File: src/rtl/boot_loader_pkg.sv
// -----------------------------------------------------------------------------
// boot_loader_pkg
// Shared definitions for the boot loader and its testbench: the loader FSM
// state encoding and the byte-stream framing constants.
//   state_t        : loader FSM states
//   HEADER_BYTES   : number of length bytes that open a stream
//   BYTES_PER_WORD : payload bytes packed into one instruction word
// -----------------------------------------------------------------------------
package boot_loader_pkg;

   typedef enum logic [2:0] {
      ST_LEN_HI = 3'd0,
      ST_LEN_LO = 3'd1,
      ST_DATA   = 3'd2,
      ST_CHECK  = 3'd3,
      ST_DONE   = 3'd4,
      ST_ERROR  = 3'd5
   } state_t;

   localparam int unsigned HEADER_BYTES   = 2;
   localparam int unsigned BYTES_PER_WORD = 4;

endpackage

File: src/rtl/boot_loader_byte_packer.sv
// -----------------------------------------------------------------------------
// boot_loader_byte_packer
// Packs accepted payload bytes MSB-first into 32-bit words. The completed
// word is presented combinationally on the cycle the last byte of a group
// is accepted, so the loader can register it without stalling the stream.
//   i_clock     : clock, rising edge
//   i_reset     : synchronous reset, active-low
//   i_clear     : synchronous clear of the partial word
//   i_accept    : a payload byte is accepted this cycle
//   i_byte      : the payload byte
//   o_word_done : this accept completes a word
//   o_word      : the completed word (valid while o_word_done = 1)
// -----------------------------------------------------------------------------
module boot_loader_byte_packer
   import boot_loader_pkg::*;
(
   input  logic        i_clock,
   input  logic        i_reset,
   input  logic        i_clear,
   input  logic        i_accept,
   input  logic [7:0]  i_byte,
   output logic        o_word_done,
   output logic [31:0] o_word
);

   logic [23:0] r_shift;
   logic [1:0]  r_count;

   assign o_word_done = i_accept && (r_count == 2'(BYTES_PER_WORD - 1));
   // The earlier three bytes already sit in r_shift, oldest in the top byte.
   assign o_word      = {r_shift, i_byte};

   always_ff @(posedge i_clock) begin
      if (!i_reset || i_clear) begin
         r_shift <= '0;
         r_count <= '0;
      end else if (i_accept) begin
         r_shift <= {r_shift[15:0], i_byte};
         // Wraps from 3 back to 0 as each word completes.
         r_count <= r_count + 2'd1;
      end
   end

endmodule

File: src/rtl/boot_loader.sv
// -----------------------------------------------------------------------------
// boot_loader
// Receives a framed byte stream (2 length bytes, N*4 payload bytes, 1 XOR
// checksum byte), writes each payload word into instruction memory and
// releases the CPU from reset only after a good checksum.
//   clock            : clock, rising edge
//   reset            : synchronous reset, active-low
//   in_valid/in_data : upstream byte stream
//   in_ready         : loader accepts a byte this cycle
//   restart          : re-arm from DONE or ERROR
//   mem_write_enable : one-cycle instruction-memory write strobe
//   mem_address      : word address of the write
//   mem_data         : word to write
//   cpu_reset        : hold CPU in reset (active-high)
//   done / error     : load succeeded / load failed
// -----------------------------------------------------------------------------
module boot_loader
   import boot_loader_pkg::*;
#(
   parameter int ADDR_WIDTH = 10
) (
   input  logic                  clock,
   input  logic                  reset,
   input  logic                  in_valid,
   input  logic [7:0]            in_data,
   output logic                  in_ready,
   input  logic                  restart,
   output logic                  mem_write_enable,
   output logic [ADDR_WIDTH-1:0] mem_address,
   output logic [31:0]           mem_data,
   output logic                  cpu_reset,
   output logic                  done,
   output logic                  error
);

   localparam logic [31:0] MAX_WORDS = 32'd1 << ADDR_WIDTH;

   state_t                r_state;
   logic [7:0]            r_len_hi;
   logic [7:0]            r_checksum;
   logic [ADDR_WIDTH-1:0] r_word_cnt;
   logic [ADDR_WIDTH-1:0] r_last_word;
   logic                  r_mem_we;
   logic [ADDR_WIDTH-1:0] r_mem_addr;
   logic [31:0]           r_mem_data;
   logic                  r_cpu_reset;
   logic                  r_done;
   logic                  r_error;

   logic                  w_in_ready;
   logic                  w_accept;
   logic                  w_pack_accept;
   logic                  w_clear;
   logic                  w_word_done;
   logic [31:0]           w_word;
   logic [31:0]           w_len;

   // Ready is gated by reset so no byte looks accepted while reset is held.
   assign w_in_ready    = reset && (r_state == ST_LEN_HI || r_state == ST_LEN_LO ||
                                    r_state == ST_DATA   || r_state == ST_CHECK);
   assign w_accept      = in_valid && w_in_ready;
   assign w_pack_accept = w_accept && (r_state == ST_DATA);
   assign w_clear       = restart && (r_state == ST_DONE || r_state == ST_ERROR);
   // Full word count, widened so N = 2^ADDR_WIDTH is still representable.
   assign w_len         = {16'd0, r_len_hi, in_data};

   boot_loader_byte_packer u_packer (
      .i_clock     (clock),
      .i_reset     (reset),
      .i_clear     (w_clear),
      .i_accept    (w_pack_accept),
      .i_byte      (in_data),
      .o_word_done (w_word_done),
      .o_word      (w_word)
   );

   // NOTE: all state here uses non-blocking assignments so every register
   // samples pre-edge values; blocking would create order-dependent logic.
   always_ff @(posedge clock) begin
      if (!reset) begin
         r_state     <= ST_LEN_HI;
         r_len_hi    <= '0;
         r_checksum  <= '0;
         r_word_cnt  <= '0;
         r_last_word <= '0;
         r_mem_we    <= 1'b0;
         r_mem_addr  <= '0;
         r_mem_data  <= '0;
         r_cpu_reset <= 1'b1;
         r_done      <= 1'b0;
         r_error     <= 1'b0;
      end else begin
         // Strobe defaults low; only a word-completing accept raises it.
         r_mem_we <= 1'b0;
         case (r_state)
            ST_LEN_HI: begin
               if (w_accept) begin
                  r_len_hi <= in_data;
                  r_state  <= ST_LEN_LO;
               end
            end
            ST_LEN_LO: begin
               if (w_accept) begin
                  if (w_len == 32'd0) begin
                     r_state <= ST_CHECK;
                  end else if (w_len > MAX_WORDS) begin
                     r_state <= ST_ERROR;
                     r_error <= 1'b1;
                  end else begin
                     r_state     <= ST_DATA;
                     r_word_cnt  <= '0;
                     r_last_word <= ADDR_WIDTH'(w_len - 32'd1);
                  end
               end
            end
            ST_DATA: begin
               if (w_accept) begin
                  r_checksum <= r_checksum ^ in_data;
                  if (w_word_done) begin
                     r_mem_we   <= 1'b1;
                     r_mem_addr <= r_word_cnt;
                     r_mem_data <= w_word;
                     // Counter stops at the last word so it never overflows
                     // when N = 2^ADDR_WIDTH.
                     if (r_word_cnt == r_last_word) begin
                        r_state <= ST_CHECK;
                     end else begin
                        r_word_cnt <= r_word_cnt + 1'b1;
                     end
                  end
               end
            end
            ST_CHECK: begin
               if (w_accept) begin
                  if (in_data == r_checksum) begin
                     r_state     <= ST_DONE;
                     r_done      <= 1'b1;
                     r_cpu_reset <= 1'b0;
                  end else begin
                     r_state <= ST_ERROR;
                     r_error <= 1'b1;
                  end
               end
            end
            ST_DONE, ST_ERROR: begin
               if (restart) begin
                  r_state     <= ST_LEN_HI;
                  r_len_hi    <= '0;
                  r_checksum  <= '0;
                  r_word_cnt  <= '0;
                  r_last_word <= '0;
                  r_cpu_reset <= 1'b1;
                  r_done      <= 1'b0;
                  r_error     <= 1'b0;
               end
            end
            default: begin
               r_state <= ST_LEN_HI;
            end
         endcase
      end
   end

   assign in_ready         = w_in_ready;
   assign mem_write_enable = r_mem_we;
   assign mem_address      = r_mem_addr;
   assign mem_data         = r_mem_data;
   assign cpu_reset        = r_cpu_reset;
   assign done             = r_done;
   assign error            = r_error;

endmodule

File: config.mk
export PLATFORM = sky130hd
export DESIGN_NAME = boot_loader
export DESIGN_NICKNAME = d
export VERILOG_FILES = /design/src/rtl/boot_loader_pkg.sv /design/src/rtl/boot_loader_byte_packer.sv /design/src/rtl/boot_loader.sv
export SDC_FILE = /design/constraint.sdc
export NUM_CORES = 1
export LEC_CHECK = 0
export CORE_MARGIN = 1.5
export CORE_UTILIZATION = 50
export CTS_CLUSTER_SIZE = 12
export DETAILED_ROUTE_END_ITERATION = 8
export MAX_ROUTING_LAYER = met4
export PLACE_DENSITY = 0.71
export SLEW_MARGIN = 40
export SYNTH_ARGS = -nofsm -noshare
export SYNTH_HDL_FRONTEND = slang
export SYNTH_SLANG_ARGS = --single-unit
File: constraint.sdc
create_clock -name clock -period 4.4 [get_ports clock]
set_input_delay 1.32 -clock clock [delete_from_list [all_inputs] [get_ports clock]]
set_output_delay 1.32 -clock clock [all_outputs]
set_load 0.05 [all_outputs]
; ---- Word level (Yosys, flattened, before mapping)
; Index checks and enable logic that the tools add are counted.
[totals]
reg_bits = 111
inputBits = 12
output_inout_bits = 47
word_cells = 111
[classes]
addsub = 3
n_lt_le_gt_ge = 1
n_eq_ne = 21
n_mux = 43
bitwise = 1
n_reduce_logical = 29
[ops]
columns = op, n
row1 = 2-to-1 mux 10 bit, 10
row2 = zero test 32 bit, 1
row3 = one-hot mux 8 bit (2 select lines), 2
row4 = one-hot mux 10 bit (3 select lines), 1
row5 = 2-to-1 mux 3 bit, 9
row6 = 2-to-1 mux 8 bit, 3
row7 = one-hot mux 10 bit (2 select lines), 1
row8 = "inequality test 2 bit, second input constant", 9
row9 = "> comparator 16 x 11 -> 1 bit, second input constant", 1
row10 = one-hot mux 3 bit (5 select lines), 1
row11 = AND reduction 7 bit, 2
row12 = 2-to-1 mux 1 bit, 13
row13 = AND reduction 3 bit, 4
row14 = "adder 10 x 1 -> 10 bit, second input constant", 1
row15 = == test 10 bit, 1
row16 = "subtractor 10 x 1 -> 10 bit, second input constant", 1
row17 = == test 8 bit, 1
row18 = "inequality test 2 x 1 -> 1 bit, second input constant", 4
row19 = AND reduction 8 bit, 1
row20 = nonzero test 2 bit, 4
row21 = XOR 8 bit, 1
row22 = "== test 3 x 2 -> 1 bit, second input constant", 2
row23 = "== test 3 bit, second input constant", 2
row24 = nonzero test 3 bit, 2
row25 = other kinds (12), 21

; ---- Longest topological paths before layout
[logic_depth]
ltp_word = 11
mapped_depth = 11
ltp_nobuf = 8

; ---- Hierarchy
; From an unflattened synthesis, not the netlist that was laid out.
[hier_totals]
cells_unflattened = 574
hier_area_um2 = 5073.6
[modules_own_cells]
columns = mod, n_inst, cells_each, area_per_inst_um2, seq_area_each_um2
row1 = boot_loader, 1, 479, 4026.4, 1701.6
row2 = boot_loader_byte_packer, 1, 95, 1047.3, 520.5

; ---- Worst setup path before layout
; No wires, ideal clock.
[synth_timing]
path_type = input -> output
from = input reset
to = output in_ready
arrival_ns = 2.404
required_time_ns = 3.080
slack_ns = 0.676
stages = 2
path_buffers = 1
path_cell_list = clkbuf_1 > nor2b_1
[synth_between]
elab_chain_len = 1
[synth_lines]
columns = item, line_no
row1 = start: declaration, boot_loader.sv:23  ; input logic reset,
row2 = logical AND 1 bit, boot_loader.sv:59  ; assign w_in_ready = reset && (r_state == ST_LEN_HI || r_state == ST_LEN_LO ||
row3 = end: declaration, boot_loader.sv:26  ; output logic in_ready,
; No other way between the ends.

; ---- Final worst setup path
[layout_timing]
from = input in_data[0]
to = register r_word_cnt[8]
[layout_between]
elab_chain_len = 3
elab_cells_between_ends = 5
[layout_lines]
columns = item, line_no
row1 = start: declaration, boot_loader.sv:25  ; input logic [7:0] in_data,
row2 = > comparator 16 x 11 -> 1 bit or zero test 32 bit (tied branches), "boot_loader.sv:106, boot_loader.sv:104"
row3 = inequality test 2 bit (no source line), --
row4 = AND reduction 8 bit (no source line) *, --
row5 = end signal: assignment, boot_loader.sv:128  ; r_word_cnt <= r_word_cnt + 1'b1;
row6 = end: declaration, boot_loader.sv:41  ; logic [ADDR_WIDTH-1:0] r_word_cnt;
; Mark *: on every way between the ends. The rest lies on a longest branch, timed or not.
; A chain may end at the register's enable or synchronous reset.

==> run_results.csv <==
group,metric,value,unit
outcome,result_of_the_run,"completed",
floorplanning,boundaryPins,59,
logic_synthesis,synth_async_sr_flop_share,0,
setup_path,required_time_at_the_endpoint_of_the_critical_path,4.71,ns
drt,drt_iter0_drc,244,
setup_path,worst_reg2reg_startpoint,"r_len_hi[1]",
final_layout,multiInputGateArea,2240,µm²
power_and_ir_drop,worst_ir_drop_vdd,159,µV
grt,global_route_congestion_overflow_total,0,
grt,antenna_found_initial,0,
drt,drt-wirelength-per-cell,14.3,µm
timing,final-hold-violation-count,0,
timing,slew-limit-headroom,0.469,
logic_synthesis,number_of_synthesized_flops_with_an_enable_pin,0,
final_layout,mostFrequentLayoutCell,"sky130_fd_sc_hd__nand2_1",
drt,detailroute.via_count,4167,
logic_synthesis,post_synth_instance_area,4670,µm²
floorplanning,floorplan.die.width,99.7,µm
grt,grt_first_pass_wirelength,17900,µm
logic_synthesis,synth.net_count,608,
clocking,cts_hold_buf,0,
logic_synthesis,ys_top_cells_by_area,"sky130_fd_sc_hd__dfxtp_1 48%, sky130_fd_sc_hd__nand2_1 13%, sky130_fd_sc_hd__a21oi_1 9.7%, sky130_fd_sc_hd__xnor2_1 4.9%, sky130_fd_sc_hd__clkbuf_1 2.7%",
job,cap_viol_max_count,0,
logic_synthesis,yosys.cell_types.count,45,
final_layout,layout.filler_cells,845,
floorplanning,rows,35,
final_layout,stdcell_count,752,
setup_path,capture_point_of_the_worst_path,"r_word_cnt[8]",
grt,grt_use_total,0.231,
clocking,cts.htree.levels,3,
placed_design,io_buffers,58,
setup_path,worst_r2r_endpoint,"r_word_cnt[8]",
final_layout,final_cell_mix,"166 x sky130_fd_sc_hd__nand2_1, 111 x sky130_fd_sc_hd__dfxtp_1, 91 x sky130_fd_sc_hd__a21oi_1",
timing,clock-skew-final,0.0194,ns
placed_design,dp_hpwl,7330,µm
floorplanning,initial_core_util,0.511,
clocking,clk_path_buf_depth,2,
final_layout,share_of_post_route_cells_with_drive_strength_above_1,0.0624,
final_layout,fin_nets,651,
timing,fmax,0.262,GHz
setup_path,timing.critical_path.arrival,4.12,ns
logic_synthesis,synth_register_bits,111,
timing,final_period_minus_worst_setup_slack,3.81,ns
logic_synthesis,yosys.area.top_type,"sky130_fd_sc_hd__dfxtp_1",
placed_design,gp_congestion,0.836,
clocking,cts_sinks,111,
placed_design,number_of_placed_cells_counting_well_taps,736,
setup_path,critical_path.endpoint_type,"flip-flop",
logic_synthesis,synth.avg_cell_area,7.88,µm²
clocking,clk_pin_slew_worst_paths,0.12,ns
floorplanning,core_area,9150,µm²
clocking,post_cts.repair.setup_buffers,0,
clocking,cts_inserted_buffers,9,
grt,first_global_vias,3758,
setup_path,path_max_fanout,13,
hold_path,hold_path.class,"flip-flop to flip-flop",
drt,drt-pass1-iter-count,5,
setup_path,crit_path_start_kind,"primary input",
final_layout,n_antenna_cell,0,
timing,fin_crit_sh,0.867,
timing,timing.final.setup_violations,0,
drt,postRouteWirelength,10700,µm
final_layout,layout-area-overhead-vs-synth,18.7,%
power_and_ir_drop,pwr_density,332,nW/µm²
logic_synthesis,post_synth_inst_count,593,
drt,drt-vias-per-instance,5.54,
placed_design,post-place-ws,0.203,ns
clocking,clock_insertion_delay_at_the_later_pin_of_the_skew_report,0.38,ns
setup_path,reg2reg_setup_slack,1.86,ns
clocking,cts_repair_resize_count,0,
floorplanning,dieHeight,99.7,µm
setup_path,setup.worst_path.start,"in_data[0]",
logic_synthesis,synth-seq-area-share,0.476,
logic_synthesis,synth_largest_type_area_fraction,0.476,
grt,grt_start_max_net_pins,45,
drt,postRouteAntennaNets,0,
setup_path,worst-setup-path-type,"primary input to flip-flop",
clocking,clock-root-buffer,"sky130_fd_sc_hd__clkbuf_8",
timing,final.hold.worst_slack,0.459,ns
logic_synthesis,most_frequently_used_flop_master_after_synthesis,"sky130_fd_sc_hd__dfxtp_1",
setup_path,worst_r2r_path_depth,6,
timing,timing.setup.tns,0,ns
timing,tightestPinTransition,0.795,ns
logic_synthesis,yosys_warnings,0,
drt,remaining_drc_errors,0,
clocking,tritoncts,"done",
power_and_ir_drop,static_leakage_power,1.82,nW
final_layout,ff_latch_area,2220,µm²
floorplanning,die_area,9940,µm²
timing,final_max_slew_viol_count,0,
timing,grt_setup_unrepaired,"no",
timing,setup_slack,0.587,ns
through the flow:
| step | utilization | power [W] | cell area [µm²] |
|---|---|---|---|
| after CTS | 0.606 | 0.00185 | 5550 |
| final | 0.606 | 0.00184 | 5550 |
| after global routing | 0.606 | 0.00192 | 5550 |
| after detailed placement | 0.585 | 0.00126 | 5350 |
| after floorplan | - | 0.00120 | 4670 |
| after global placement | 0.584 | 0.00125 | 5350 |
worst min-delay path by stage:
stage                                     from             end  slack [ns]  depth (start not counted)
after global routing               r_len_hi[3]     r_len_hi[3]        0.48                          2
final                     u_packer.r_shift[21]    mem_data[29]        0.46                          2
after floorplan                    r_len_hi[6]     r_len_hi[6]        0.43                          2
after detailed placement        mem_address[1]  mem_address[1]        0.45                          2
after CTS                 u_packer.r_shift[21]    mem_data[29]        0.46                          2
after global placement             r_len_hi[3]     r_len_hi[3]        0.44                          2
critical path, stage by stage:
cell                              delay [ns]
sky130_fd_sc_hd__clkdlybuf4s50_1        0.41
sky130_fd_sc_hd__inv_1                  0.06
sky130_fd_sc_hd__ha_1                   0.19
sky130_fd_sc_hd__or4b_1                 0.52
sky130_fd_sc_hd__o31a_1                 0.32
sky130_fd_sc_hd__o311ai_4               0.30
sky130_fd_sc_hd__o211ai_2               0.28
sky130_fd_sc_hd__or4_1                  0.57
sky130_fd_sc_hd__a21oi_1                0.15
cell families after synthesis:
group                    count (synthesis)  share of synthesized area
AO/OA/AOI/OAI                          146                      0.187
XOR/XNOR                                27                     0.0506
adder cells (fa/ha/maj)                  3                    0.00803
buffers and inverters                   52                     0.0447
flip-flops                             111                      0.476
AND/OR/NAND/NOR                        254                      0.235
state kept, by name, indices dropped and copies added, names as in the netlist, 2 cells and up:
| register | cells |
|---|---|
| u_packer.r_count | 2 |
| mem_data | 32 |
| r_last_word | 10 |
| mem_address | 10 |
| r_checksum | 8 |
| r_state | 3 |
| r_word_cnt | 10 |
| u_packer.r_shift | 24 |
| r_len_hi | 8 |
metal layers:
metal  global-route usage  vias to the layer above  routed length (µm)
met5                    -                        -                   0
met4               0.0813                        0                 223
met3               0.0422                       18                 598
met2                0.360                      119                5010
met1                0.300                     1937                4880
li1                     -                     2093                   -
final cells by class:
cell class,instances,share of cell area
multi-input combinational,430,0.405
sequential,111,0.401
timing repair buffer,73,0.127
tap,111,0.0250
clock buffer,10,0.0248
clock inverter,6,0.0108
inverter,11,0.00744
power breakdown:
part | switching [W] | internal (W)
combinational | 0.000120 | 0.0000712
sequential | 0.0000221 | 0.00102
clock | 0.000371 | 0.000236
synthesized netlist by cell type (2+ instances only):
cell type	instances
sky130_fd_sc_hd__nand2_1	167
sky130_fd_sc_hd__dfxtp_1	111
sky130_fd_sc_hd__a21oi_1	91
sky130_fd_sc_hd__clkbuf_1	33
sky130_fd_sc_hd__nor2_1	28
sky130_fd_sc_hd__xnor2_1	26
sky130_fd_sc_hd__nand3_1	21
sky130_fd_sc_hd__o21ai_1	14
sky130_fd_sc_hd__o31ai_1	14
sky130_fd_sc_hd__inv_1	8
sky130_fd_sc_hd__o21a_1	7
sky130_fd_sc_hd__nand4_1	6
sky130_fd_sc_hd__and2_1	5
sky130_fd_sc_hd__buf_2	5
sky130_fd_sc_hd__nor2b_1	4
sky130_fd_sc_hd__or3_1	4
sky130_fd_sc_hd__a21o_1	3
sky130_fd_sc_hd__and3_1	3
sky130_fd_sc_hd__ha_1	3
sky130_fd_sc_hd__inv_2	3
sky130_fd_sc_hd__nor3_1	3
sky130_fd_sc_hd__o211ai_1	3
sky130_fd_sc_hd__o41ai_1	3
sky130_fd_sc_hd__or4_1	3
sky130_fd_sc_hd__buf_1	2
sky130_fd_sc_hd__nor4_1	2
sky130_fd_sc_hd__o2111ai_1	2
sky130_fd_sc_hd__o31a_1	2
(Power assumes the default switching activity.)
